**src/rtl/stb_drain_ctrl_pkg.sv**
```systemverilog
// Shared types for the store-buffer drain controller.
// Entry layout, FSM encoding and line alignment helper.
package stb_drain_ctrl_pkg;
  localparam int ADDRESS_WIDTH = 32;
  localparam int XLEN = 32;
  localparam int CACHE_LINE_BYTES = 16;
  localparam int LINE_OFF = $clog2(CACHE_LINE_BYTES);

  typedef enum logic {BYTE, WORD} data_size_e;

  typedef struct packed {
    logic [ADDRESS_WIDTH-1:0] addr;
    logic [XLEN-1:0]          data;
    data_size_e               size;
  } stb_entry_t;

  typedef enum logic [1:0] {
    IDLE,
    LOOKUP,
    WRITE,
    FILL_WAIT
  } drain_state_e;

  function automatic logic [ADDRESS_WIDTH-1:0] line_addr(
    input logic [ADDRESS_WIDTH-1:0] a
  );
    return {a[ADDRESS_WIDTH-1:LINE_OFF], {LINE_OFF{1'b0}}};
  endfunction
endpackage

```
**src/rtl/stb_drain_ctrl_if.sv**
```systemverilog
// Flush, D$ and line-fill signals of the drain controller.
// master drives the environment side, slave is the controller.
interface stb_drain_ctrl_if;
  logic flush_in;
  logic [stb_drain_ctrl_pkg::ADDRESS_WIDTH-1:0] flush_addr_in;
  logic [stb_drain_ctrl_pkg::XLEN-1:0] flush_data_in;
  stb_drain_ctrl_pkg::data_size_e flush_size_in;
  logic full_out;
  logic drained_out;
  logic overflow_out;
  logic misaligned_out;
  logic cache_lookup_out;
  logic [stb_drain_ctrl_pkg::ADDRESS_WIDTH-1:0] cache_addr_out;
  logic cache_hit_in;
  logic cache_write_out;
  logic [stb_drain_ctrl_pkg::XLEN-1:0] cache_wdata_out;
  logic [stb_drain_ctrl_pkg::XLEN/8-1:0] cache_byte_en_out;
  logic mem_req_out;
  logic [stb_drain_ctrl_pkg::ADDRESS_WIDTH-1:0] mem_addr_out;
  logic mem_ack_in;

  modport master (
    output flush_in, flush_addr_in, flush_data_in, flush_size_in,
    output cache_hit_in, mem_ack_in,
    input  full_out, drained_out, overflow_out, misaligned_out,
    input  cache_lookup_out, cache_addr_out, cache_write_out,
    input  cache_wdata_out, cache_byte_en_out,
    input  mem_req_out, mem_addr_out
  );

  modport slave (
    input  flush_in, flush_addr_in, flush_data_in, flush_size_in,
    input  cache_hit_in, mem_ack_in,
    output full_out, drained_out, overflow_out, misaligned_out,
    output cache_lookup_out, cache_addr_out, cache_write_out,
    output cache_wdata_out, cache_byte_en_out,
    output mem_req_out, mem_addr_out
  );
endinterface

```
**src/rtl/stb_drain_ctrl_lane_gen.sv**
```systemverilog
// Places store data on D$ byte lanes.
// Bytes are replicated so any enabled lane sees the value.
module stb_drain_ctrl_lane_gen
  import stb_drain_ctrl_pkg::*;
(
  input  logic [1:0]        offset,
  input  data_size_e        size,
  input  logic [XLEN-1:0]   data,
  output logic [XLEN-1:0]   wdata,
  output logic [XLEN/8-1:0] byte_en
);
  always_comb begin
    wdata   = data;
    byte_en = '1;
    if (size == BYTE) begin
      wdata   = {(XLEN/8){data[7:0]}};
      byte_en = (XLEN/8)'(1) << offset;
    end
  end
endmodule

```
**src/rtl/stb_drain_ctrl.sv**
```systemverilog
// Drains flushed stores into the D$, filling lines on miss.
// Small inline FIFO feeds a lookup/write/fill FSM.
module stb_drain_ctrl
  import stb_drain_ctrl_pkg::*;
#(
  parameter int QUEUE_DEPTH = 2
) (
  input logic              clk,
  input logic              reset,
  stb_drain_ctrl_if.slave  bus
);
  localparam int PW = $clog2(QUEUE_DEPTH);
  localparam int CW = PW + 1;

  stb_entry_t q [QUEUE_DEPTH];
  stb_entry_t entry;
  stb_entry_t head;
  logic [PW-1:0] wr_ptr;
  logic [PW-1:0] rd_ptr;
  logic [CW-1:0] count;
  drain_state_e state;
  drain_state_e state_nx;
  logic full;
  logic push;
  logic pop;
  logic misaligned;
  logic active;
  logic lookup;
  logic write;
  logic mem_req;
  logic mis_drop;
  logic [XLEN-1:0] wdata;
  logic [XLEN/8-1:0] byte_en;

  assign entry.addr = bus.flush_addr_in;
  assign entry.data = bus.flush_data_in;
  assign entry.size = bus.flush_size_in;

  assign full = (count == CW'(QUEUE_DEPTH));
  assign push = bus.flush_in & ~full;
  assign head = q[rd_ptr];
  assign misaligned = (head.size == WORD) && (head.addr[1:0] != 2'b00);

  always_ff @(posedge clk) begin
    if (push) q[wr_ptr] <= entry;
  end

  always_ff @(posedge clk) begin
    if (reset) begin
      wr_ptr <= '0;
      rd_ptr <= '0;
      count  <= '0;
    end else begin
      if (push) wr_ptr <= wr_ptr + 1'b1;
      if (pop)  rd_ptr <= rd_ptr + 1'b1;
      if (push && !pop)      count <= count + 1'b1;
      else if (!push && pop) count <= count - 1'b1;
    end
  end

  always_ff @(posedge clk) begin
    if (reset) state <= IDLE;
    else       state <= state_nx;
  end

  always_comb begin
    state_nx = state;
    pop      = 1'b0;
    lookup   = 1'b0;
    write    = 1'b0;
    mem_req  = 1'b0;
    mis_drop = 1'b0;
    unique case (state)
      IDLE: begin
        // Entering on the push itself keeps flush-to-lookup at one cycle.
        if (count != '0 || push) state_nx = LOOKUP;
      end
      LOOKUP: begin
        lookup = 1'b1;
        if (misaligned) begin
          pop      = 1'b1;
          mis_drop = 1'b1;
          state_nx = IDLE;
        end else if (bus.cache_hit_in) begin
          state_nx = WRITE;
        end else begin
          state_nx = FILL_WAIT;
        end
      end
      WRITE: begin
        write    = 1'b1;
        pop      = 1'b1;
        state_nx = (count > CW'(1) || push) ? LOOKUP : IDLE;
      end
      FILL_WAIT: begin
        mem_req = 1'b1;
        if (bus.mem_ack_in) state_nx = LOOKUP;
      end
      default: state_nx = IDLE;
    endcase
  end

  stb_drain_ctrl_lane_gen u_lane_gen (
    .offset  (head.addr[1:0]),
    .size    (head.size),
    .data    (head.data),
    .wdata   (wdata),
    .byte_en (byte_en)
  );

  assign active = (state == LOOKUP) || (state == WRITE);

  assign bus.full_out          = full;
  assign bus.drained_out       = (count == '0) && (state == IDLE);
  assign bus.overflow_out      = bus.flush_in & full;
  assign bus.misaligned_out    = mis_drop;
  assign bus.cache_lookup_out  = lookup;
  assign bus.cache_addr_out    = active ? {head.addr[ADDRESS_WIDTH-1:2], 2'b00} : '0;
  assign bus.cache_write_out   = write;
  assign bus.cache_wdata_out   = active ? wdata : '0;
  assign bus.cache_byte_en_out = active ? byte_en : '0;
  assign bus.mem_req_out       = mem_req;
  assign bus.mem_addr_out      = mem_req ? line_addr(head.addr) : '0;
endmodule

```
**src/flat_wrapper.sv**
```systemverilog
// flat-port wrapper written by rule: the top's interface ports become plain ports
module stb_drain_ctrl_flat import stb_drain_ctrl_pkg::*;
#(
  parameter int QUEUE_DEPTH = 2
)
  (clk, reset, bus_flush_in, bus_flush_addr_in, bus_flush_data_in, bus_flush_size_in, bus_cache_hit_in, bus_mem_ack_in, bus_full_out, bus_drained_out, bus_overflow_out, bus_misaligned_out, bus_cache_lookup_out, bus_cache_addr_out, bus_cache_write_out, bus_cache_wdata_out, bus_cache_byte_en_out, bus_mem_req_out, bus_mem_addr_out);
  stb_drain_ctrl_if bus_i ();
  input logic clk;
  input logic reset;
  input wire logic [$bits(bus_i.flush_in)-1:0] bus_flush_in;
  input wire logic [$bits(bus_i.flush_addr_in)-1:0] bus_flush_addr_in;
  input wire logic [$bits(bus_i.flush_data_in)-1:0] bus_flush_data_in;
  input wire logic [$bits(bus_i.flush_size_in)-1:0] bus_flush_size_in;
  input wire logic [$bits(bus_i.cache_hit_in)-1:0] bus_cache_hit_in;
  input wire logic [$bits(bus_i.mem_ack_in)-1:0] bus_mem_ack_in;
  output wire logic [$bits(bus_i.full_out)-1:0] bus_full_out;
  output wire logic [$bits(bus_i.drained_out)-1:0] bus_drained_out;
  output wire logic [$bits(bus_i.overflow_out)-1:0] bus_overflow_out;
  output wire logic [$bits(bus_i.misaligned_out)-1:0] bus_misaligned_out;
  output wire logic [$bits(bus_i.cache_lookup_out)-1:0] bus_cache_lookup_out;
  output wire logic [$bits(bus_i.cache_addr_out)-1:0] bus_cache_addr_out;
  output wire logic [$bits(bus_i.cache_write_out)-1:0] bus_cache_write_out;
  output wire logic [$bits(bus_i.cache_wdata_out)-1:0] bus_cache_wdata_out;
  output wire logic [$bits(bus_i.cache_byte_en_out)-1:0] bus_cache_byte_en_out;
  output wire logic [$bits(bus_i.mem_req_out)-1:0] bus_mem_req_out;
  output wire logic [$bits(bus_i.mem_addr_out)-1:0] bus_mem_addr_out;
  assign bus_i.flush_in = bus_flush_in;
  assign bus_i.flush_addr_in = bus_flush_addr_in;
  assign bus_i.flush_data_in = bus_flush_data_in;
  assign bus_i.flush_size_in = bus_flush_size_in;
  assign bus_i.cache_hit_in = bus_cache_hit_in;
  assign bus_i.mem_ack_in = bus_mem_ack_in;
  assign bus_full_out = bus_i.full_out;
  assign bus_drained_out = bus_i.drained_out;
  assign bus_overflow_out = bus_i.overflow_out;
  assign bus_misaligned_out = bus_i.misaligned_out;
  assign bus_cache_lookup_out = bus_i.cache_lookup_out;
  assign bus_cache_addr_out = bus_i.cache_addr_out;
  assign bus_cache_write_out = bus_i.cache_write_out;
  assign bus_cache_wdata_out = bus_i.cache_wdata_out;
  assign bus_cache_byte_en_out = bus_i.cache_byte_en_out;
  assign bus_mem_req_out = bus_i.mem_req_out;
  assign bus_mem_addr_out = bus_i.mem_addr_out;
  stb_drain_ctrl #(.QUEUE_DEPTH(QUEUE_DEPTH)) u_core (.clk(clk), .reset(reset), .bus(bus_i));
endmodule
```
**config.mk**
```make
export PLATFORM = sky130hd
export DESIGN_NAME = stb_drain_ctrl_flat
export DESIGN_NICKNAME = d
export VERILOG_FILES = /design/src/rtl/stb_drain_ctrl_pkg.sv /design/src/rtl/stb_drain_ctrl_if.sv /design/src/rtl/stb_drain_ctrl_lane_gen.sv /design/src/rtl/stb_drain_ctrl.sv /design/src/flat_wrapper.sv
export SDC_FILE = /design/constraint.sdc
export NUM_CORES = 1
export LEC_CHECK = 0
export ABC_AREA = 0
export CORE_ASPECT_RATIO = 0.7
export CORE_MARGIN = 3
export CORE_UTILIZATION = 48
export DETAILED_ROUTE_END_ITERATION = 10
export PLACE_DENSITY_LB_ADDON = 0.12
export SYNTH_ARGS = -nofsm -noshare
export SYNTH_HDL_FRONTEND = slang
export SYNTH_SLANG_ARGS = --single-unit
```
**constraint.sdc**
```tcl
create_clock -name clk -period 5.55 [get_ports clk]
set_input_delay 1.11 -clock clk [delete_from_list [all_inputs] [get_ports clk]]
set_output_delay 1.11 -clock clk [all_outputs]
set_load 0.005 [all_outputs]
```
# Word-level counts from Yosys, hierarchy flattened
# Memories as Yosys holds them, arrays and structs flattened. A register that Yosys moved wholly into a read port is not among the register bits.
# Cells that the tools add are included.
[word_totals]
ff_bits = 6
mem_bits_rw = 130
output_inout_bits = 107
memories = 1
[op_classes]
addsub = 4
magnitude_cmp = 1
eq_ne = 6
shift = 1
n_mux = 24
bitwise_logic = 3
n_reduce_logical = 15
[memory_table]
columns = ["name", "depth", "word_bits", "rd", "rd_ports_with_merged_regs", "write_ports", "line_no", "text"]
rows = [
  ["u_core.q", 2, 65, 1, 1, 1, "stb_drain_ctrl.sv:15", "stb_entry_t q [QUEUE_DEPTH];"],
]
[ops]
columns = ["op", "count"]
rows = [
  ["$mux 32", 4],
  ["$mux 1", 11],
  ["$mux 2", 5],
  ["$mux 4", 2],
  ["$pmux 2 s4", 1],
  ["$eq 2x2->1 const B", 3],
  ["$reduce_bool 2->1", 3],
  ["$logic_and 1x1->1", 4],
  ["$logic_not 2->1", 2],
  ["$shl 1x2->4 const A", 1],
  ["$logic_or 1x1->1", 3],
  ["$add 1x1->1 const B", 2],
  ["$add 2x1->2 const B", 1],
  ["$and 1x1->1", 2],
  ["$eq 2x1->1 const B", 1],
  ["$gt 2x1->1 const B", 1],
  ["$logic_not 1->1", 2],
  ["$ne 2x1->1 const B", 1],
  ["$ne 2x2->1 const B", 1],
  ["$pmux 1 s2", 1],
  ["$reduce_and 2->1", 1],
  ["$sub 2x1->2 const B", 1],
  ["$not 1->1", 1],
]

# Longest topological paths before layout
[depth]
depth_word = 7
depth_mapped = 11

# Modules after synthesis
# Synthesis repeated with hierarchy kept, for this count alone.
[hier_totals]
hier_cells = 446
area_unflattened_um2 = 6184.7
[by_module_without_submodules]
columns = ["module", "instances", "cells_per_inst", "area_each_um2"]
rows = [
  ["stb_drain_ctrl", 1, 374, 5830.6],
  ["stb_drain_ctrl_lane_gen", 1, 72, 354.1],
]

# Least setup slack after synthesis
# OpenSTA, ideal clock, no wires.
[synth_timing]
path_kind = "input port to flip-flop"
start = "input bus_flush_in"
end = "memory u_core.q[0][0] (netlist bit), enable pin"
arrival_ns = 3.911
required_ns = 5.062
path_slack_ns = 1.151
cell_stages = 2
cell_sequence = "nand2b_1 > nor2_1"
[synth_between]
elab_chain_cells = 3
[synth_lines]
columns = ["element", "line_no", "text"]
rows = [
  ["from (decl)", "flat_wrapper.sv:10", "input wire logic [$bits(bus_i.flush_in)-1:0] bus_flush_in;"],
  ["$and 1x1->1", "stb_drain_ctrl.sv:40", "assign push = bus.flush_in & ~full;"],
  ["$mux 1", "stb_drain_ctrl.sv:45", "if (push) q[wr_ptr] <= entry;"],
  ["$mux 1 (implied by the code)", "stb_drain_ctrl.sv:45", ""],
  ["to (decl)", "stb_drain_ctrl.sv:15", ""],
]
# Every way passes these cells.

==> flow_metrics.tcl <==
set metrics [dict create \
    yosysTopAreaCell "edfxtp_1" \
    port_buffers 170 \
    synth_compound_area_frac 0.0459 \
    async_flop_share 0 \
    p_per_area_nw_per_um2 465 \
    cp_data_required_time_ns 4.44 \
    post_drt_wl_per_cell_um 18.1 \
    dp_slack_ns 1.77 \
    synth_area_leaders "edfxtp_1, mux2i_1, nor2b_1" \
    rows 33 \
    chipHeight_um 99.7 \
    area_growth_pct 38.8 \
    initial_core_util 0.503 \
    grt_max_degree 66 \
    p_leak_nw 2.88 \
    finalMaxSlewViolations 0 \
    syn_inst 417 \
    tritoncts "done" \
    grt_pass1_wl_um 20900 \
    synth-seq-cells 137 \
    synthesis.area_um2 6020 \
    worstMarginPinSlew_ns 1.03 \
    dp_cells 723 \
    grt_overflow 0 \
    crit_path_start_kind "register" \
    fin_cells 754 \
    grt_pass1_vias 3800 \
    synth_top_family_by_area "simple AND/OR/NAND/NOR gates" \
    antenna_found_initial 0 \
    synth-xor-area-share 0.00436 \
    dp_hpwl_um 9150 \
    wl_um 13600 \
    critical_path_buf_inv_count 1 \
    min_path_type "register to register" \
    worst_slack_ns 1.36 \
    core_area_um2 12000 \
    mostFrequentLayoutCell "clkdlybuf4s50_1" \
    worstSkewPairLatency_ns 0.41 \
    dr.first_iter.drc_count 184 \
    ff2ff_path_depth 8 \
    muxShareOfSynthArea 0.106 \
    drive_gt1_frac 0.0586 \
    die-area_um2 14000 \
    synth_edf_count 130 \
    hold_depth 2 \
    max_stage_delay_ns 0.80 \
    hold_violations 0 \
    grt_usage 0.198 \
    antenna-diode-count 0 \
    synth-simple-area-share 0.122 \
    numCtsBuffers 17 \
    ant_nets 0 \
    finalCriticalPeriod_ns 4.19 \
    synth.distinct_cells 36 \
    cp-end-kind "output pin" \
    clk_path_buf_depth 2 \
    drtPass1Iterations 5 \
    cp_top_family "simple AND/OR/NAND/NOR gates" \
    slew_headroom 0.314 \
    pin_count 177 \
    most-common-layout-cells "clkdlybuf4s50_1, edfxtp_1, nor2b_1, mux2i_1, nor2_1" \
    ir_drop_mv 0.253 \
    ys.flop_type "edfxtp_1" \
    status "finished clean" \
    syn_area_per_cell_um2 14.4 \
    cp.arrival_ns 3.08 \
    crit_chain "nand2b_4 > and2_1 > nor2_1 > o21a_1 > clkdlybuf4s50_1" \
    setup-tns-final_ns 0 \
    route.vias.total 3809 \
    cts.repair.resized 0 \
    synthAdderAreaFrac 0.0166 \
    finalSetupViolations 0 \
    r2r_start "u_core.state[0]" \
    fin_worst_skew_ns 0.00919 \
    viasPerCell 5.05 \
    maxCapViolations 0 \
    dieWidth_um 140 \
    r2r_end "u_core.count[1]" \
    fin_crit_sh 0.756 \
    clock.fmax_mhz 238 \
    ys_seq_area_frac 0.671 \
    path_clk_slew_ns 0.05 \
    htree_levels 4 \
    routabilityCongestion 0.805 \
    crit_path_max_fanout 37 \
    post_cts_buffers 0 \
    clock-root-buffer "clkbuf_16" \
    num-nets-final 663 \
    slowest_stage "and2_1" \
    cts_sinks 137 \
    drc_errors 0 \
    critPathKind "register to output pin" \
    holdPathEnd "u_core.count[0]" \
    cts_hold_buf 0 \
    yosys_warnings 0 \
    rrSetupSlack_ns 3.02 \
    rsz0062_at_grt "false" \
    synthDominantCellAreaShare 0.648 \
    worstHoldStart "u_core.count[0]" \
]
[through the flow]
step	hold WS (ns)	total power, W	utilization	cell area (µm²)
2_1_floorplan	0.495	0.00219	-	6040
3_3_place_gp	0.516	0.00285	0.653	7820
3_5_place_dp	0.534	0.00289	0.653	7820
4_1_cts	0.551	0.00394	0.698	8360
5_1_grt	0.596	0.00411	0.698	8360
6_report	0.542	0.00389	0.698	8360
[power breakdown]
group | internal (W) | leakage, nW | switching, W | total [W]
Clock | 0.000649 | 0.262 | 0.000388 | 0.00104
Sequential | 0.00134 | 1.27 | 0.0000909 | 0.00143
Combinational | 0.000762 | 1.34 | 0.000659 | 0.00142
Total | 0.00275 | 2.88 | 0.00114 | 0.00389
[flip-flops by register name, summed over array words and instances (netlist names), named ones only]
signal	cells
u_core.q	130
u_core.wr_ptr	1
u_core.rd_ptr	1
u_core.count	2
u_core.state	2
[area by class of cell]
| cell class | instances | area [µm²] |
|---|---|---|
| Sequential cell | 137 | 4050 |
| Inverter | 6 | 22.5 |
| Timing Repair Buffer | 173 | 1740 |
| Multi-Input combinational cell | 250 | 1820 |
| Clock inverter | 11 | 106 |
| Fill cell | 795 | 3610 |
| Clock buffer | 20 | 437 |
| Tap cell | 157 | 196 |
[tightest hold or removal path: stages (launching register included)]
cell     delay [ns]
dfxtp_1        0.36
xor2_1         0.08
nor2_1         0.07
[routing by layer]
layer	track usage	vias to the layer above	share of wire
li1	-	1831	-
met1	0.257	1821	0.42
met2	0.322	148	0.49
met3	0.0634	9	0.075
met4	0.0633	0	0.0081
met5	0	-	0
[cell families (layout without fill, tap and decap cells)]
logic type | after synthesis | after routing
fa+ha+maj | 8 | 8
flops | 137 | 137
simple gates | 132 | 132
buf+inv | 35 | 210
xor+xnor | 3 | 3
mux | 64 | 64
compound gates | 37 | 37
other cells | 1 | 6
[worst max path at each step]
stage / cells past startpoint / start / slack, ns / to
5_1_grt: 5 / register / 1.15 / bus_cache_wdata_out[9]
3_3_place_gp: 5 / register / 1.81 / bus_cache_wdata_out[10]
2_1_floorplan: 2 / bus_flush_in / 1.15 / u_core.q[0][0]
3_5_place_dp: 5 / register / 1.77 / bus_cache_wdata_out[17]
4_1_cts: 5 / register / 1.31 / bus_cache_wdata_out[9]
6_report: 5 / register / 1.36 / bus_cache_wdata_out[9]
[synth_stat cells, drive strengths merged, types with 2 or more instances]
cell type	number
clkbuf	12
nand2b	4
a21boi	3
edfxtp	130
ha	8
nor4bb	2
inv	6
nor2b	68
nor2	40
and2	5
nand3	2
a21oi	2
dfxtp	7
buf	17
o21ai	4
o21a	25
xor2	2
mux2i	64
nand2	4
Note: power is estimated with default switching activity, not from simulation.
==> RTL edit 1, RTL diff (same flow settings) <==
Reset style: asynchronous (`reset`), changed in 2 clocked blocks.
--- a/src/rtl/stb_drain_ctrl.sv
+++ b/src/rtl/stb_drain_ctrl.sv
@@ -46,5 +46,5 @@
   end
 
-  always_ff @(posedge clk) begin
+  always_ff @(posedge clk or posedge reset) begin
     if (reset) begin
       wr_ptr <= '0;
@@ -59,5 +59,5 @@
   end
 
-  always_ff @(posedge clk) begin
+  always_ff @(posedge clk or posedge reset) begin
     if (reset) state <= IDLE;
     else       state <= state_nx;
Formal check against the unedited RTL: differs if reset is asserted again (counterexample within 4 cycles, from zero or initial values and one cycle with reset high); with reset held inactive, the same outputs for 4 cycles.
==> RTL edit 1 against the original RTL <==
Worst setup slack got worse by 0.037 ns. Die area unchanged. Synthesized cell count decreased by 1.9%. Sequential cell count decreased by 1. Core utilization increased by 0.71 points. Area after synthesis unchanged. First-iteration DRC count increased by 15%. Final area increased by 1.0%. Total power increased by 26%. Register-to-register slack got worse by 0.16 ns. Routed wire length decreased by 3.4%. Hold slack got worse by 0.035 ns. Critical path type unchanged. Critical endpoint is now bus_cache_wdata_out[25]. Highest routed layer unchanged.
==> RTL edit 1: results (changes against the original RTL) <==
Max-slew headroom=0.219 (-0.0945); worst slack at placement=1.73 ns (-0.0445 ns); area of the multi-input gates=1760 um2 (-3.2%); htree depth=4 (unchanged); root buf cell=clkbuf_16; drt pass-1 iters=4 (-1); Fin Clk Skew=0.00445 ns (-0.00475 ns); initial drt markers=212 (+15%); number of global-route vias before repair=3,942 (+3.7%); slowest stage cell on the critical path=dfrtp_4; EDFF count, synth=130 (unchanged); initial antenna violation count=0 (unchanged); GRT Total Usage=0.188 (-0.00994); Synth area leaders=edfxtp_1, mux2i_1, nor2b_1; Post-synth ARST share=0.0441 (+0.0441); GP Congestion=0.772 (-4.1%); ant diodes=0 (unchanged); cell family with most CP delay=compound AO/OA/AOI/OAI gates; met3 WL=826 um (-19%); top routing layer in use=met4; Seq/Total Area, Yosys=0.673 (+0.00166); clock-pin slew on the worst setup and hold paths=0.05 ns (about the same); Leakage=3.16 nW (+10%); status=completed; Synth cell types=30 (-17%); placed instance area=7770 um2 (-0.67%); wl on met1=5840 um (+0.90%); xor and xnor area share after synthesis=0.00436 (unchanged); layout cells sized above 1=0.0643 (+0.00567); M3 GR Usage=0.0514 (-0.0120); port buffer count=170 (unchanged); first-pass GRT wire length=20,300 um (-3.1%); syn avg cell area=14.7 um2 (+2.0%); yosys synthesis warning count=0 (unchanged); met1 Usage GRT=0.249 (-0.00819); most common library cells after synthesis=edfxtp_1, nor2b_1, mux2i_1; M2 GR Usage=0.308 (-0.0137); largest stage delay on the critical path=0.98 ns (+0.18 ns); critical path arrival=3.12 ns (+0.04 ns); post-synthesis compound-gate area fraction=0.0528 (+0.00685); Vias=3,762 (-1.2%); Nets=656 (-1.1%); CP Max Fanout=49 (+32%); fin cells=748 (-0.80%); DP Wirelength=8760 um (-4.3%); Sw Pwr=0.00147 W (+29%); placed cell count=716 (-0.97%); WL met2=6340 um (-5.4%); Resize count post-CTS=0 (unchanged); largest net degree at the start of global routing=72 (+9.1%); TritonCTS Buffers=17 (unchanged); Setup Buffers After CTS=0 (unchanged); DR WL/cell=17.6 um (-2.6%); fillcell total=806 (+1.4%); Num Clock Sinks=136 (-0.73%); Max VDD drop=0.000404 V (+60%)
RTL edit 1: power groups by stage:
stage	sequential [W]	clock, W	combinational, W
after floorplan	0.00149	0	0.00116
after global placement	0.00157	0	0.00206
after detailed placement	0.00158	0	0.00208
after CTS	0.00157	0.00130	0.00210
after global routing	0.00159	0.00135	0.00223
final	0.00156	0.00128	0.00207
RTL edit 1: worst paths after layout:
kind	from	endpoint	slack, ns	cells past startpoint
max reg2reg	u_core.count[0]	u_core.q[0][64]	2.86	5
min	u_core.count[0]	u_core.count[0]	0.51	1
min reg2reg	u_core.count[0]	u_core.count[0]	0.51	1
max	u_core.rd_ptr	bus_cache_wdata_out[25]	1.32	4
max in group asynchronous	reset	u_core.rd_ptr	4.40	2
min in group asynchronous	reset	u_core.count[1]	0.93	2
RTL edit 1: cell type report:
type,instances,area share
inverters,8,0.00356
multi-input cells,242,0.208
clock inverters,15,0.0302
clock buffers,17,0.0504
flip-flops and latches,136,0.480
well taps,157,0.0233
repair buffers,173,0.204
==> RTL edit 2, RTL diff (same flow settings) <==
Without the edit above. `ADDRESS_WIDTH`: 32 -> 16.
--- a/src/rtl/stb_drain_ctrl_pkg.sv
+++ b/src/rtl/stb_drain_ctrl_pkg.sv
@@ -2,5 +2,5 @@
 // Entry layout, FSM encoding and line alignment helper.
 package stb_drain_ctrl_pkg;
-  localparam int ADDRESS_WIDTH = 32;
+  localparam int ADDRESS_WIDTH = 16;
   localparam int XLEN = 32;
   localparam int CACHE_LINE_BYTES = 16;
Interface: changed (resized bus_cache_addr_out, bus_flush_addr_in and bus_mem_addr_out); port bits go from 177 to 129. The function was not compared with the original's and may differ.
==> RTL edit 2 against the original RTL <==
Hold slack better by 0.015 ns. Area after synthesis fell by 23%. Routed wire length shrank 26%. Total power down 26%. Sequential cell count is 32 lower. Final area decreased by 25%. Cell count decreased by 23%. Worst setup slack got worse by 0.20 ns. Combinational power is 22% lower. Sequential share of layout area up 0.91 points. Critical path type unchanged.
==> RTL edit 2: results (changes against the original RTL) <==
status=completed; registers with the most flip-flops=u_core.q: 98 flops, u_core.count: 2 flops, u_core.state: 2 flops; TritonCTS Buffers=9 (-8); Syn Inst Count=331 (-21%); first-pass GRT wire length=15,200 um (-27%); htree depth=3 (-1); initial drt markers=159 (-14%); CP Max Fanout=52 (+41%); critical path arrival=3.29 ns (+0.21 ns); DP Wirelength=6770 um (-26%); Vias=2,945 (-23%); placed cell count=561 (-22%); Seq/Total Area, Yosys=0.661 (-0.0101); slowest stage cell on the critical path=dfxtp_4; placed instance area=5950 um2 (-24%); Max VDD drop=0.000266 V (+5.4%); GP Congestion=0.723 (-10%); Leakage=2.15 nW (-25%); largest stage delay on the critical path=0.92 ns (+0.12 ns); Nets=510 (-23%); worst slack at placement=1.50 ns (-0.277 ns); GRT Total Usage=0.188 (-0.0102); Synth area leaders=edfxtp_1, mux2i_1, nor2b_1; layout cells sized above 1=0.0442 (-0.0145); drt pass-1 iters=4 (-1); Vias/cell=5.10 (+1.0%)
## RTL edit 2: path summary, 6_finish.rpt
check / to / slack, ns / cells after the start
worst max register to register: u_core.count[0] / 2.98 / 7
worst max-delay path: bus_cache_byte_en_out[1] / 1.15 / 4
worst min register to register: u_core.count[1] / 0.56 / 2
worst min-delay path: u_core.count[1] / 0.56 / 2
## RTL edit 2: area by class of cell
type	count	area [um2]	area share
well taps	124	155	0.0248
clock inverters	4	67.6	0.0108
flip-flops and latches	105	3090	0.493
inverters	6	22.5	0.00360
repair buffers	124	1240	0.198
multi-input cells	202	1450	0.232
clock buffers	12	236	0.0378
## RTL edit 2: routing by layer
layer	share of wire	wire length, um	vias to the layer above	GRT usage
met5	0	0	-	0
met4	0.0095	95	0	0.0513
met3	0.088	881	11	0.0601
met2	0.46	4600	105	0.301
met1	0.44	4430	1416	0.251
li1	-	-	1413	-
## RTL edit 2: power groups by stage
stage,registers [W],clock network [W],logic [W]
detailed placement,0.00114,0,0.00112
global placement,0.00114,0,0.00111
finish,0.00113,0.000641,0.00111
CTS,0.00113,0.000651,0.00113
global route,0.00114,0.000682,0.00122
floorplan,0.00108,0,0.000629
## RTL edit 2: kinds of logic after synthesis
kind of cell             after synthesis  share of synthesized area
buffers and inverters                 29                     0.0335
XOR/XNOR                               3                    0.00564
multiplexers                          48                      0.103
flip-flops                           105                      0.661
other                                  1                   0.000804
adder cells (fa/ha/maj)                8                     0.0215
AND/OR/NAND/NOR                      100                      0.115
AO/OA/AOI/OAI                         37                     0.0593
## RTL edit 2: worst register-to-register path: stages (launching register included)
cell	delay [ns]
dfxtp_4	0.92
nand2_1	0.24
o22ai_2	0.34
and2_1	0.20
o21ai_0	0.09
ha_1	0.40
xor2_1	0.19
nor2_1	0.06
